===== src/rtl/dma_mem_responder_if.sv =====
// Bus bundle for dma_mem_responder: peripheral register port, DMA master port,
// CPU arbitration hint and the RAM-side port.
interface dma_mem_responder_if;
  logic [13:0] per_addr;
  logic [15:0] per_din;
  logic        per_en;
  logic [1:0]  per_we;
  logic [15:0] per_dout;

  logic [14:0] dma_addr;
  logic [15:0] dma_din;
  logic        dma_en;
  logic [1:0]  dma_we;
  logic        dma_priority;
  logic        dma_ready;
  logic        dma_resp;
  logic [15:0] dma_dout;

  logic        cpu_mem_busy;
  logic        dma_owns_mem;

  logic        mem_en;
  logic [14:0] mem_addr;
  logic [1:0]  mem_wen;
  logic [15:0] mem_din;
  logic [15:0] mem_dout;

  modport slave (
    input  per_addr, per_din, per_en, per_we,
    input  dma_addr, dma_din, dma_en, dma_we, dma_priority,
    input  cpu_mem_busy, mem_dout,
    output per_dout, dma_ready, dma_resp, dma_dout, dma_owns_mem,
    output mem_en, mem_addr, mem_wen, mem_din
  );

  modport master (
    output per_addr, per_din, per_en, per_we,
    output dma_addr, dma_din, dma_en, dma_we, dma_priority,
    output cpu_mem_busy, mem_dout,
    input  per_dout, dma_ready, dma_resp, dma_dout, dma_owns_mem,
    input  mem_en, mem_addr, mem_wen, mem_din
  );
endinterface


===== src/rtl/dma_mem_responder.sv =====
// DMA memory-side responder: CPU/DMA arbitration, protected-window guard with
// violation capture, activity counters and a one-stage response pipeline.
//
// state    | meaning
// ST_IDLE  | no response pending, dma_dout=0, dma_resp=0
// ST_RD    | accepted read last cycle, dma_dout follows mem_dout
// ST_ERR   | rejected access last cycle, dma_resp=1, dma_dout=0
module dma_mem_responder #(
  parameter logic [14:0] BASE_ADDR = 15'h0080,
  parameter int          DEC_WD    = 4
) (
  input logic                 mclk,
  input logic                 puc_rst,
  dma_mem_responder_if.slave  bus
);

  localparam logic [DEC_WD-1:0] OFF_PROT_LO = DEC_WD'(4'h0);
  localparam logic [DEC_WD-1:0] OFF_PROT_HI = DEC_WD'(4'h2);
  localparam logic [DEC_WD-1:0] OFF_CTRL    = DEC_WD'(4'h4);
  localparam logic [DEC_WD-1:0] OFF_VIOL    = DEC_WD'(4'h6);
  localparam logic [DEC_WD-1:0] OFF_STALL   = DEC_WD'(4'h8);
  localparam logic [DEC_WD-1:0] OFF_GRANT   = DEC_WD'(4'hA);

  typedef enum logic [1:0] {ST_IDLE, ST_RD, ST_ERR} state_t;

  state_t      state_q, state_d;
  logic [15:0] prot_lo_q, prot_lo_d;
  logic [15:0] prot_hi_q, prot_hi_d;
  logic        gen_q, gen_d;
  logic        viol_q, viol_d;
  logic [15:0] viol_addr_q, viol_addr_d;
  logic [15:0] stall_cnt_q, stall_cnt_d;
  logic [15:0] grant_cnt_q, grant_cnt_d;

  logic              reg_sel, reg_wr, reg_rd;
  logic [DEC_WD-1:0] reg_off;
  logic [15:0]       dma_byte, lo_byte, hi_byte;
  logic              grant, hit, accept, reject;

  function automatic logic [15:0] sat_inc(input logic [15:0] v);
    return (v == 16'hFFFF) ? v : v + 16'd1;
  endfunction

  assign reg_sel = bus.per_en & (bus.per_addr[13:DEC_WD-1] == BASE_ADDR[14:DEC_WD]);
  assign reg_off = {bus.per_addr[DEC_WD-2:0], 1'b0};
  assign reg_wr  = reg_sel & (|bus.per_we);
  assign reg_rd  = reg_sel & ~(|bus.per_we);

  // Window compare on byte addresses; bit0 of the bounds never matters.
  assign dma_byte = {bus.dma_addr, 1'b0};
  assign lo_byte  = {prot_lo_q[15:1], 1'b0};
  assign hi_byte  = {prot_hi_q[15:1], 1'b0};

  assign grant  = bus.dma_en & (~bus.cpu_mem_busy | bus.dma_priority) & ~puc_rst;
  assign hit    = gen_q & (dma_byte >= lo_byte) & (dma_byte <= hi_byte);
  assign accept = grant & ~hit;
  assign reject = grant & hit;

  always_comb begin
    bus.dma_ready    = grant;
    bus.dma_owns_mem = accept;
    bus.mem_en       = accept;
    bus.mem_addr     = accept ? bus.dma_addr : 15'd0;
    bus.mem_wen      = accept ? bus.dma_we   : 2'b00;
    bus.mem_din      = accept ? bus.dma_din  : 16'd0;
    bus.dma_resp     = (state_q == ST_ERR);
    bus.dma_dout     = (state_q == ST_RD) ? bus.mem_dout : 16'd0;
  end

  always_comb begin
    state_d = ST_IDLE;
    if (reject) begin
      state_d = ST_ERR;
    end else if (accept && (bus.dma_we == 2'b00)) begin
      state_d = ST_RD;
    end
  end

  always_comb begin
    prot_lo_d   = prot_lo_q;
    prot_hi_d   = prot_hi_q;
    gen_d       = gen_q;
    viol_d      = viol_q;
    viol_addr_d = viol_addr_q;
    stall_cnt_d = stall_cnt_q;
    grant_cnt_d = grant_cnt_q;

    if (bus.dma_en && !grant) stall_cnt_d = sat_inc(stall_cnt_q);
    if (accept)               grant_cnt_d = sat_inc(grant_cnt_q);

    if (reg_wr) begin
      case (reg_off)
        OFF_PROT_LO: prot_lo_d = bus.per_din;
        OFF_PROT_HI: prot_hi_d = bus.per_din;
        OFF_CTRL: begin
          gen_d = bus.per_din[0];
          if (bus.per_din[1]) viol_d = 1'b0;
        end
        OFF_STALL:   stall_cnt_d = 16'd0;
        OFF_GRANT:   grant_cnt_d = 16'd0;
        default: ;
      endcase
    end

    // A violation in the same cycle as a W1C must survive the clear.
    if (reject) begin
      viol_d      = 1'b1;
      viol_addr_d = dma_byte;
    end
  end

  always_comb begin
    bus.per_dout = 16'd0;
    if (reg_rd) begin
      case (reg_off)
        OFF_PROT_LO: bus.per_dout = prot_lo_q;
        OFF_PROT_HI: bus.per_dout = prot_hi_q;
        OFF_CTRL:    bus.per_dout = {14'd0, viol_q, gen_q};
        OFF_VIOL:    bus.per_dout = viol_addr_q;
        OFF_STALL:   bus.per_dout = stall_cnt_q;
        OFF_GRANT:   bus.per_dout = grant_cnt_q;
        default:     bus.per_dout = 16'd0;
      endcase
    end
  end

  always_ff @(posedge mclk or posedge puc_rst) begin
    if (puc_rst) begin
      state_q     <= ST_IDLE;
      prot_lo_q   <= 16'd0;
      prot_hi_q   <= 16'd0;
      gen_q       <= 1'b0;
      viol_q      <= 1'b0;
      viol_addr_q <= 16'd0;
      stall_cnt_q <= 16'd0;
      grant_cnt_q <= 16'd0;
    end else begin
      state_q     <= state_d;
      prot_lo_q   <= prot_lo_d;
      prot_hi_q   <= prot_hi_d;
      gen_q       <= gen_d;
      viol_q      <= viol_d;
      viol_addr_q <= viol_addr_d;
      stall_cnt_q <= stall_cnt_d;
      grant_cnt_q <= grant_cnt_d;
    end
  end

endmodule


===== src/flat_wrapper.sv =====
// flat-port wrapper written by rule: the top's interface ports become plain ports
module dma_mem_responder_flat 
#(
  parameter logic [14:0] BASE_ADDR = 15'h0080,
  parameter int          DEC_WD    = 4
)
  (mclk, puc_rst, bus_per_addr, bus_per_din, bus_per_en, bus_per_we, bus_dma_addr, bus_dma_din, bus_dma_en, bus_dma_we, bus_dma_priority, bus_cpu_mem_busy, bus_mem_dout, bus_per_dout, bus_dma_ready, bus_dma_resp, bus_dma_dout, bus_dma_owns_mem, bus_mem_en, bus_mem_addr, bus_mem_wen, bus_mem_din);
  dma_mem_responder_if bus_i ();
  input logic mclk;
  input logic puc_rst;
  input wire logic [$bits(bus_i.per_addr)-1:0] bus_per_addr;
  input wire logic [$bits(bus_i.per_din)-1:0] bus_per_din;
  input wire logic [$bits(bus_i.per_en)-1:0] bus_per_en;
  input wire logic [$bits(bus_i.per_we)-1:0] bus_per_we;
  input wire logic [$bits(bus_i.dma_addr)-1:0] bus_dma_addr;
  input wire logic [$bits(bus_i.dma_din)-1:0] bus_dma_din;
  input wire logic [$bits(bus_i.dma_en)-1:0] bus_dma_en;
  input wire logic [$bits(bus_i.dma_we)-1:0] bus_dma_we;
  input wire logic [$bits(bus_i.dma_priority)-1:0] bus_dma_priority;
  input wire logic [$bits(bus_i.cpu_mem_busy)-1:0] bus_cpu_mem_busy;
  input wire logic [$bits(bus_i.mem_dout)-1:0] bus_mem_dout;
  output wire logic [$bits(bus_i.per_dout)-1:0] bus_per_dout;
  output wire logic [$bits(bus_i.dma_ready)-1:0] bus_dma_ready;
  output wire logic [$bits(bus_i.dma_resp)-1:0] bus_dma_resp;
  output wire logic [$bits(bus_i.dma_dout)-1:0] bus_dma_dout;
  output wire logic [$bits(bus_i.dma_owns_mem)-1:0] bus_dma_owns_mem;
  output wire logic [$bits(bus_i.mem_en)-1:0] bus_mem_en;
  output wire logic [$bits(bus_i.mem_addr)-1:0] bus_mem_addr;
  output wire logic [$bits(bus_i.mem_wen)-1:0] bus_mem_wen;
  output wire logic [$bits(bus_i.mem_din)-1:0] bus_mem_din;
  assign bus_i.per_addr = bus_per_addr;
  assign bus_i.per_din = bus_per_din;
  assign bus_i.per_en = bus_per_en;
  assign bus_i.per_we = bus_per_we;
  assign bus_i.dma_addr = bus_dma_addr;
  assign bus_i.dma_din = bus_dma_din;
  assign bus_i.dma_en = bus_dma_en;
  assign bus_i.dma_we = bus_dma_we;
  assign bus_i.dma_priority = bus_dma_priority;
  assign bus_i.cpu_mem_busy = bus_cpu_mem_busy;
  assign bus_i.mem_dout = bus_mem_dout;
  assign bus_per_dout = bus_i.per_dout;
  assign bus_dma_ready = bus_i.dma_ready;
  assign bus_dma_resp = bus_i.dma_resp;
  assign bus_dma_dout = bus_i.dma_dout;
  assign bus_dma_owns_mem = bus_i.dma_owns_mem;
  assign bus_mem_en = bus_i.mem_en;
  assign bus_mem_addr = bus_i.mem_addr;
  assign bus_mem_wen = bus_i.mem_wen;
  assign bus_mem_din = bus_i.mem_din;
  dma_mem_responder #(.BASE_ADDR(BASE_ADDR), .DEC_WD(DEC_WD)) u_core (.mclk(mclk), .puc_rst(puc_rst), .bus(bus_i));
endmodule

===== config.mk =====
export PLATFORM = sky130hd
export DESIGN_NAME = dma_mem_responder_flat
export DESIGN_NICKNAME = d
export VERILOG_FILES = /design/src/rtl/dma_mem_responder_if.sv /design/src/rtl/dma_mem_responder.sv /design/src/flat_wrapper.sv
export SDC_FILE = /design/constraint.sdc
export NUM_CORES = 1
export LEC_CHECK = 0
export CORE_UTILIZATION = 49
export CTS_BUF_LIST = sky130_fd_sc_hd__clkbuf_8
export DETAILED_ROUTE_END_ITERATION = 10
export DONT_BUFFER_PORTS = 1
export HOLD_SLACK_MARGIN = 0.02
export PLACE_DENSITY_LB_ADDON = 0.12
export SETUP_SLACK_MARGIN = 0.4
export SYNTH_ARGS = -nofsm -noshare
export SYNTH_HDL_FRONTEND = slang
export SYNTH_SLANG_ARGS = --single-unit

===== constraint.sdc =====
create_clock -name mclk -period 3.1 [get_ports mclk]
set_input_delay 0.31 -clock mclk [delete_from_list [all_inputs] [get_ports mclk]]
set_output_delay 0.31 -clock mclk [all_outputs]
set_load 0.01 [all_outputs]

* Word-level counts from Yosys, hierarchy flattened
Cells that the tools add are included.
Widths: inputs -> output; s select.
** Operators by class
- Reductions and logical operators :: 13
- Bitwise operators :: 14
- Equality and inequality tests :: 10
- Muxes and demuxes :: 20
- Order comparisons :: 2
- Add/subtract/negate cells :: 2
** Operators with widths (number)
- $mux 16 :: 11
- $pmux 16 s6 :: 1
- $add 16x1->16 const B :: 2
- $eq 16x16->1 const B :: 2
- $ge 16x16->1 :: 1
- $le 16x16->1 :: 1
- $mux 15 :: 1
- $eq 11x4->1 const B :: 1
- $and 1x1->1 :: 9
- $eq 3x2->1 const B :: 2
- $eq 3x3->1 const B :: 2
- $reduce_and 2->1 :: 3
- $reduce_bool 2->1 :: 3
- $mux 1 :: 5
- $logic_not 4->1 :: 1
- $mux 2 :: 2
- $not 1->1 :: 4
- $eq 3x1->1 const B :: 1
- $reduce_and 3->1 :: 1
- $eq 2x1->1 const B :: 1
- $eq 2x2->1 const B :: 1
- $logic_and 1x1->1 :: 2
- $logic_not 2->1 :: 1
- $reduce_or 2->1 :: 1
- other kinds (2) :: 2
** Word-level totals
- Register bits after elaboration :: 83
- Bits of input ports :: 87

* Depth between registers and ports, before layout
Gate-level depths: netlist (run 1).
- Depth in word-level cells :: 9
- Mapped depth :: 11
- Mapped depth without buffers :: 10

* Worst setup path after synthesis (run 1)
OpenSTA, ideal clock, no wires.
- Kind :: reg2out
- Start point :: reg u_core.prot_hi_q[3]
- End point :: out bus_mem_addr[1]
- Setup slack :: 700 ps
- Stages on the path, launching flop included :: 12
- Data required time :: 2790 ps
- Arrival time :: 2090 ps
- Cells stage by stage :: dfrtp_1 -> inv_1 -> ha_1 -> a21oi_1 -> a21oi_1 -> o31ai_2 -> a31oi_1 -> o31ai_2 -> inv_1 -> buf_2 -> clkbuf_1 -> and2_1
** On the way
- Word-level cells in the longest chain between the ends :: 5
** Ends and longest elaborated chain
- start, declared :: RTL line dma_mem_responder.sv:28 : logic [15:0] prot_hi_q, prot_hi_d;
- start signal, assigned :: RTL line dma_mem_responder.sv:140 : prot_hi_q <= prot_hi_d;
- $le 16x16->1 :: RTL line dma_mem_responder.sv:55 : assign hit = gen_q & (dma_byte >= lo_byte) & (dma_byte <= hi_byte);
- $and 1x1->1 :: RTL line dma_mem_responder.sv:55
- $not 1->1 :: RTL line dma_mem_responder.sv:56 : assign accept = grant & ~hit;
- $and 1x1->1 :: RTL line dma_mem_responder.sv:56
- $mux 15 :: RTL line dma_mem_responder.sv:63 : bus.mem_addr = accept ? bus.dma_addr : 15'd0;
- end, declared :: RTL line flat_wrapper.sv:28 : output wire logic [$bits(bus_i.mem_addr)-1:0] bus_mem_addr;
Every way passes these cells.

* Final worst setup path (run 1)
- Start point :: reg u_core.prot_hi_q[5]
- End point :: out bus_mem_din[2]
** On the way
- Word-level cells in the longest chain between the ends :: 5
** Ends and longest elaborated chain
- $le 16x16->1 :: RTL line dma_mem_responder.sv:55
- $and 1x1->1 :: RTL line dma_mem_responder.sv:55
- $not 1->1 :: RTL line dma_mem_responder.sv:56
- $and 1x1->1 :: RTL line dma_mem_responder.sv:56
- $mux 16 :: RTL line dma_mem_responder.sv:65 : bus.mem_din = accept ? bus.dma_din : 16'd0;
- end, declared :: RTL line flat_wrapper.sv:30 : output wire logic [$bits(bus_i.mem_din)-1:0] bus_mem_din;
Every way passes these cells.

==> flow_metrics.tcl, run 1 <==
set metrics [dict create \
    worstSetupPathType "reg2out" \
    seqPwrFrac_pct 48.7 \
    clockPowerShare_pct 33.5 \
    timing.final.crit_share_pct 91.6 \
    timing.final.crit_period_ns 2.84 \
    setup_viol 0 \
    synth-edff-count 0 \
    grt_first_pass_wirelength_um 24300 \
    synth.avg_cell_area_um2 9.19 \
    combinationalPowerShare_pct 17.8 \
    final.hold.worst_slack_ns 0.0538 \
    die_area_mm2 0.0118 \
    finalPower_mw 2.55 \
    rows 38 \
    hold_path.class "in2reg" \
    synth_seq_area_share_pct 37.2 \
    cts.sink_count 83 \
    cp_data_arrival_time_ns 2.53 \
    grt_setup_unrepaired "true" \
    htreeDepth 3 \
    grtUsageTotal_pct 27.6 \
    timing.setup.tns_ns 0 \
    core_region_area_mm2 0.0110 \
    drt_first_iter_violations 279 \
    met1_usage_pct 37.2 \
    syn-num-nets 726 \
    insertedDiodeCount 0 \
    synthToLayoutAreaGrowth_pct 16.4 \
    path_delay_family "compound AO/OA/AOI/OAI gates" \
    drive_above_1_share_pct 27.3 \
    cp_num_buf_inv 4 \
    final_net_count 745 \
    number_of_buffer_cells_added_on_primary_ports 0 \
    sequence_of_cells_on_the_critical_path "inv_2 > ha_4 > nand4_1 > a21oi_2 > o31ai_2 > a31oi_2 > o31ai_4 > inv_2 > buf_12 > clkbuf_16 > and2_4" \
    yosysUniqueCellTypes 52 \
    synthesized_instance_count 607 \
    vias 4684 \
    totalWireLength_um 16200 \
    critPathCaptureType "output pin" \
    total_of_warnings_raised_by_yosys 0 \
    initial_core_utilization_pct 50.8 \
    max-slew-margin-rel_pct 45.4 \
    detailed_placer_s_ending_hpwl_um 11300 \
    slew_viol_final 0 \
    critical_path.max_fanout 8 \
    crit_slowest_cell "dfrtp_1" \
    place.gp.congestion 0.900 \
    status "completed" \
    cpPeakStageDelay_ns 0.40 \
    final_area_mm2 0.00649 \
    cts_buffers 9 \
    initial_antenna_violation_count 0 \
    hold_violations 0 \
    synth_async_sr_flop_share_pct 100 \
    placement.cell_area_mm2 0.00572 \
    io_pins 156 \
    vert_die_dim_um 109 \
    switching_share_pct 29.3 \
    power.net_switching_mw 0.749 \
    number_of_register_bits_inferred_by_synthesis 83 \
    largest_net_degree_at_the_start_of_global_routing 39 \
    vias_per_instance 6.08 \
    critical_path_required_ns 2.79 \
    max_cap_viol_count 0 \
    cp-start-kind "register" \
    worst_clock_skew_ns 0.0110 \
    fmaxAchievable_mhz 352 \
    clkLatencyLatePin_ns 0.37 \
    ctsRootBufferMaster "clkbuf_8" \
    worst_pin_slew_ns 0.817 \
    postSynth.topFlopCell "dfrtp_1" \
    tritoncts_clock_tree "done" \
    post_drt_wl_per_cell_um 21.0 \
    power.density_mw_per_mm2 393 \
    die_width_um 109 \
    remaining_drc_errors 0 \
    route.antenna.remaining_nets 0 \
    grtUsageMet2_pct 43.7 \
    cellLeakagePower_nw 2.83 \
    cts.path.max_buffers 2 \
    grt_overflow 0 \
    top_usage_layer "met2" \
    cts.reportedPaths.clkPinSlew_ns 0.08 \
    ir_drop_mv 0.342 \
    netlist_area_mm2 0.00558 \
    dr.pass1.iters 5 \
    grtUsageMet3_pct 6.87 \
    power.internal_mw 1.80 \
    crit_path_frequent_cell "inv_2" \
    via_count_of_the_first_global_routing_pass 4534 \
]
[path summary, 6_finish.rpt]
kind / start / cells after the start / slack (ns) / to
max reg2reg: u_core.prot_hi_q[5] / 12 / 0.39 / u_core.viol_addr_q[9]
max in group asynchronous: puc_rst / 3 / 1.81 / u_core.grant_cnt_q[1]
min reg2reg: u_core.viol_q / 1 / 0.49 / u_core.viol_q
min: bus_per_din[6] / 2 / 0.05 / u_core.prot_lo_q[6]
min in group asynchronous: puc_rst / 2 / 0.49 / u_core.stall_cnt_q[13]
max: u_core.prot_hi_q[5] / 11 / 0.26 / bus_mem_din[2]
[metrics by stage]
step	instances	setup slack (ns)	util [%]
3_5_place_dp	729	0.257	52.1
5_1_grt	771	0.161	59.1
4_1_cts	760	0.231	56.2
3_3_place_gp	729	0.315	52.1
2_1_floorplan	607	0.653	-
6_report	771	0.261	59.1
[synth_stat cells, types with 2 or more instances]
library cell,n,area [um2]
a31oi_1,6,37.5
inv_1,34,128
xor2_1,7,61.3
a21o_1,4,30.0
nand2b_1,6,37.5
clkbuf_1,20,75.1
a221oi_1,8,70.1
buf_1,2,7.51
nand4_1,14,87.6
mux2_2,42,473
nand2_1,44,165
and4_1,4,35.0
xnor2_1,2,17.5
ha_1,32,400
buf_2,7,35.0
nor2_1,53,199
nor3_2,2,20.0
or4_1,3,22.5
o21ai_0,32,160
o22a_1,7,61.3
a211oi_2,2,25.0
a22oi_1,21,158
and3_1,7,43.8
nand3_1,16,80.1
o31ai_1,4,30.0
o31ai_2,2,25.0
and2_1,51,319
nor2b_1,6,37.5
dfrtp_1,83,2080
nand3b_1,2,15.0
nor3_1,11,55.1
mux2_4,8,120
mux2i_1,5,50.1
o21a_1,3,22.5
a21oi_1,28,140
nor4_1,4,25.0
or3_1,10,62.6
[kinds of logic (layout without fill, tap and decap cells)]
group                      count (synthesis)  in the layout  share of synthesized area [%]
muxes                                     55             55                           11.5
AOI/OAI and AO/OA                        121            121                           14.4
buffers and inverters                     66             90                           5.09
adders and majority gates                 32             32                           7.18
DFF                                       83             83                           37.2
and+or+nand+nor                          241            241                           23.2
xor gates and xnor gates                   9              9                           1.41
[flip-flops by register name, summed over array words and instances, names as in the netlist]
name                cells
u_core.grant_cnt_q     16
u_core.stall_cnt_q     16
u_core.prot_lo_q       16
u_core.viol_addr_q     15
u_core.viol_q           1
u_core.gen_q            1
u_core.state_q          2
u_core.prot_hi_q       16
[per-layer routing]
metal	up-vias	part of all wire [%]
met3	17	6.2
met1	2324	43
met2	155	49
met5	-	0
met4	0	1.8
li1	2188	-
[layout by cell type, fill, tap and decap left out, drive strengths merged, types with 5 or more instances in the layout]
master  count
dfrtp      83
nor2       53
and2       53
mux2       50
nand2      44
inv        35
o21ai      33
buf        33
ha         32
a21oi      28
a22oi      21
nand3      16
nand4      14
nor3       13
clkbuf     12
or3        11
a221oi      8
o22a        7
and3        7
xor2        7
nor2b       7
nand2b      6
a31oi       6
o31ai       6
mux2i       5
nor4        5
[power by group through the flow]
stage	clock network, mW	registers [mW]	logic [mW]
floorplan	0	1.23	0.313
global placement	0	1.26	0.372
detailed placement	0	1.26	0.390
CTS	0.870	1.24	0.415
global route	0.915	1.25	0.501
finish	0.855	1.24	0.453
[area by class of cell]
type,instances,area [um2]
fillers,934,4490
multi-input cells,458,3500
flip-flops and latches,83,2080
repair buffers,40,407
well taps,140,175
inverters,34,129
clock buffers,9,124
clock inverters,7,85.1
[timing repair]
| item | CTS | global route |
|---|---|---|
| endpoints found under the hold margin | 38 | 0 |
| setup endpoints to repair | 40 | 38 |
| gates cloned | 1 | 3 |
| buffers inserted | 10 | 8 |
| gates resized for setup | 35 | 36 |
| pin swaps | 14 | 6 |
| hold buffers | 4 | 0 |
Power figures use the tool's default switching activity.
==> run 2: changes to the inputs <==
Settings changed: ABC_AREA set to 1, CAP_MARGIN set to 20, PLACE_DENSITY_LB_ADDON 0.12 to unset.
==> run 2 against run 1 <==
Clock-buffer cell count unchanged. Sequential cell count unchanged. Critical path type unchanged. Global-route usage up 1.6 points. Die area up 4.0%. Fmax up 9.0%. Sequential share of layout area up 1.2 points. Power up 0.34%. Via count up 19%. Largest cell class unchanged.
==> flow_metrics.tcl, run 2 <==
set metrics [dict create \
    status "completed" \
    most_frequent_cell_after_synthesis "nand2_1" \
    timing.final.crit_period_ns 2.61 \
    number_of_buffer_cells_added_on_primary_ports 0 \
    final_net_count 971 \
    hold_path.class "in2reg" \
    die_width_um 111 \
    sequence_of_cells_on_the_critical_path "inv_1 > ha_1 > nand2_2 > nor2_4 > inv_2 > nor2_4 > nand2_1 > nand2_1 > nand2_2 > nand3_2 > nand2_4 > buf_4 > nor2_1" \
    hold_violations 0 \
    cpPeakStageDelay_ns 0.40 \
    cts.sink_count 83 \
    drt_first_iter_violations 303 \
    grt_setup_unrepaired "true" \
    htreeDepth 3 \
    critical_path_required_ns 2.79 \
    critical_path.max_fanout 11 \
    yosysUniqueCellTypes 36 \
    tritoncts_clock_tree "done" \
    post_synth_fa_ha_maj_area_fraction_pct 6.90 \
    cts_buffers 9 \
    synth_seq_area_share_pct 35.8 \
    cts.reportedPaths.clkPinSlew_ns 0.09 \
    grt_first_pass_wirelength_um 27400 \
    grtUsageTotal_pct 29.3 \
    final_common_cell "nand2_1" \
    insertedDiodeCount 0 \
    fmaxAchievable_mhz 384 \
    detailed_placer_s_ending_hpwl_um 13900 \
    cp-start-kind "register" \
    total_of_warnings_raised_by_yosys 0 \
    drive_above_1_share_pct 9.80 \
    max_cap_viol_count 0 \
    totalWireLength_um 17900 \
    postSynth.topFlopCell "dfrtp_1" \
    timing.final.crit_share_pct 84.0 \
    yosys-top-cells-area "dfrtp_1, nand2_1, inv_1" \
    syn-num-nets 969 \
    worstSetupPathType "reg2out" \
    synth_area_in_xor_xnor_pct 0.905 \
    layout_common_cells "nand2_1, inv_1, dfrtp_1" \
    sequential_cell_area_in_the_final_layout_mm2 0.00208 \
    final_cells 1000 \
    ir_drop_mv 0.414 \
    netlist_area_mm2 0.00581 \
    initial_antenna_violation_count 0 \
    synth.avg_cell_area_um2 6.83 \
    place.gp.congestion 0.875 \
    synth_top_family_by_area "simple AND/OR/NAND/NOR gates" \
    route.antenna.remaining_nets 0 \
    synth_async_sr_flop_share_pct 100 \
    setup_viol 0 \
    rows 39 \
    max-slew-margin-rel_pct 38.2 \
    synthesized_instance_count 850 \
    finalCoreUtilization_pct 54.6 \
    synth_mux_area_share_pct 0 \
    synth_top_area_share_pct 35.8 \
    final_area_mm2 0.00626 \
    synth_top_cell_by_area "dfrtp_1" \
    fillers 1158 \
    slew_viol_final 0 \
    place.detailed.instances 978 \
    worst_clock_skew_ns 0.0114 \
    crit_slowest_cell "dfrtp_1" \
    synth-simple-area-share_pct 29.0 \
    io_pins 156 \
    vias_per_instance 5.57 \
    vias 5571 \
    synth_top_cells_by_count "nand2_1, inv_1, nor2_1, dfrtp_1, o21ai_0" \
    initial_core_utilization_pct 50.6 \
    number_of_register_bits_inferred_by_synthesis 83 \
    critPathCaptureType "output pin" \
    remaining_drc_errors 0 \
    area_occupied_by_multi_input_gates_mm2 0.00303 \
    cp_data_arrival_time_ns 2.30 \
    clkLatencyLatePin_ns 0.38 \
    vert_die_dim_um 111 \
    power.density_mw_per_mm2 409 \
    synthToLayoutAreaGrowth_pct 7.87 \
    placement.cell_area_mm2 0.00593 \
    ctsRootBufferMaster "clkbuf_8" \
    largest_net_degree_at_the_start_of_global_routing 42 \
    core_region_area_mm2 0.0115 \
    cellLeakagePower_nw 3.03 \
    cts.path.max_buffers 2 \
    via_count_of_the_first_global_routing_pass 5062 \
    compound_gate_fraction_of_synth_area_pct 14.0 \
    worst_pin_slew_ns 0.925 \
    dr.pass1.iters 5 \
    grt_overflow 0 \
    synth-edff-count 0 \
    timing.setup.tns_ns 0 \
    post_drt_wl_per_cell_um 17.9 \
    die_area_mm2 0.0123 \
]
[run 2: cell types whose count changed after synthesis, moves of 20 or more]
cell / previous run / this run
a22oi_1: 21 / 1
nand3_1: 16 / 50
o21ai_0: 32 / 60
inv_1: 34 / 166
mux2_2: 42 / 0
and2_1: 51 / 1
nand2_1: 44 / 186
nor2_1: 53 / 103
[run 2: logic make-up (layout without fill, tap and decap cells)]
kind of cell | Yosys count | in the layout
flip-flops | 83 | 83
AND/OR/NAND/NOR | 389 | 389
buffers and inverters | 195 | 202
AO/OA/AOI/OAI | 145 | 145
XOR/XNOR | 6 | 6
adder cells (fa/ha/maj) | 32 | 32
[run 2: what timing repair did]
action / in CTS / in global routing
endpoints found under the hold margin: 40 / 0
endpoints found under the setup margin: 24 / 39
hold buffers: 3 / 0
pin swaps: 0 / 0
resized for setup: 2 / 28
buffers inserted: 1 / 2
[run 2: metal layers]
| layer | wire length [um] | vias to the layer above | global-route usage (%) |
|---|---|---|---|
| met3 | 1080 | 28 | 7.05 |
| met4 | 635 | 0 | 11.6 |
| met2 | 8310 | 225 | 46.8 |
| met1 | 7840 | 2619 | 38.2 |
| li1 | - | 2699 | - |
| met5 | 0 | - | 0 |
[run 2: cell type report]
| type | instances | area share, % |
|---|---|---|
| Multi-Input combinational cell | 572 | 48.5 |
| Sequential cell | 83 | 33.2 |
| Inverter | 169 | 10.2 |
| Tap cell | 143 | 2.86 |
| Timing Repair Buffer | 17 | 2.22 |
| Clock buffer | 9 | 1.98 |
| Clock inverter | 7 | 1.12 |
[run 2: path summary, 6_finish.rpt]
path / from / slack, ns / depth (start not counted) / end
min in group asynchronous: puc_rst / 0.50 / 2 / u_core.grant_cnt_q[15]
worst max-delay path: u_core.prot_hi_q[14] / 0.49 / 13 / bus_mem_addr[1]
worst min-delay path: bus_per_din[2] / 0.09 / 2 / u_core.prot_lo_q[2]
max in group asynchronous: puc_rst / 1.75 / 3 / u_core.prot_hi_q[13]
worst min register to register: u_core.prot_lo_q[0] / 0.49 / 2 / u_core.prot_lo_q[0]
worst max register to register: u_core.prot_hi_q[14] / 0.56 / 13 / u_core.state_q[0]
[run 2: stage by stage]
step / setup WS [ns] / power (mW) / hold WS [ns]
after global routing: 0.356 / 2.70 / 0.0906
after global placement: 0.639 / 1.74 / 0.349
final: 0.495 / 2.56 / 0.0934
after detailed placement: 0.645 / 1.76 / 0.348
after floorplan: 0.653 / 1.62 / 0.381
after CTS: 0.498 / 2.56 / 0.0787
[run 2: where the power goes]
group | total (mW) | leakage (nW) | internal [mW] | switching, mW
Sequential | 1.28 | 1.10 | 1.17 | 0.114
Clock | 0.796 | 0.0926 | 0.369 | 0.427
Combinational | 0.486 | 1.84 | 0.166 | 0.320
Total | 2.56 | 3.03 | 1.70 | 0.861
[run 2: critical path: cells and delay by family, from the launching register on]
family,cells,cell delay (ns)
buf+inv,3,0.32
fa+ha+maj,1,0.28
flops,1,0.40
simple gates,9,0.90
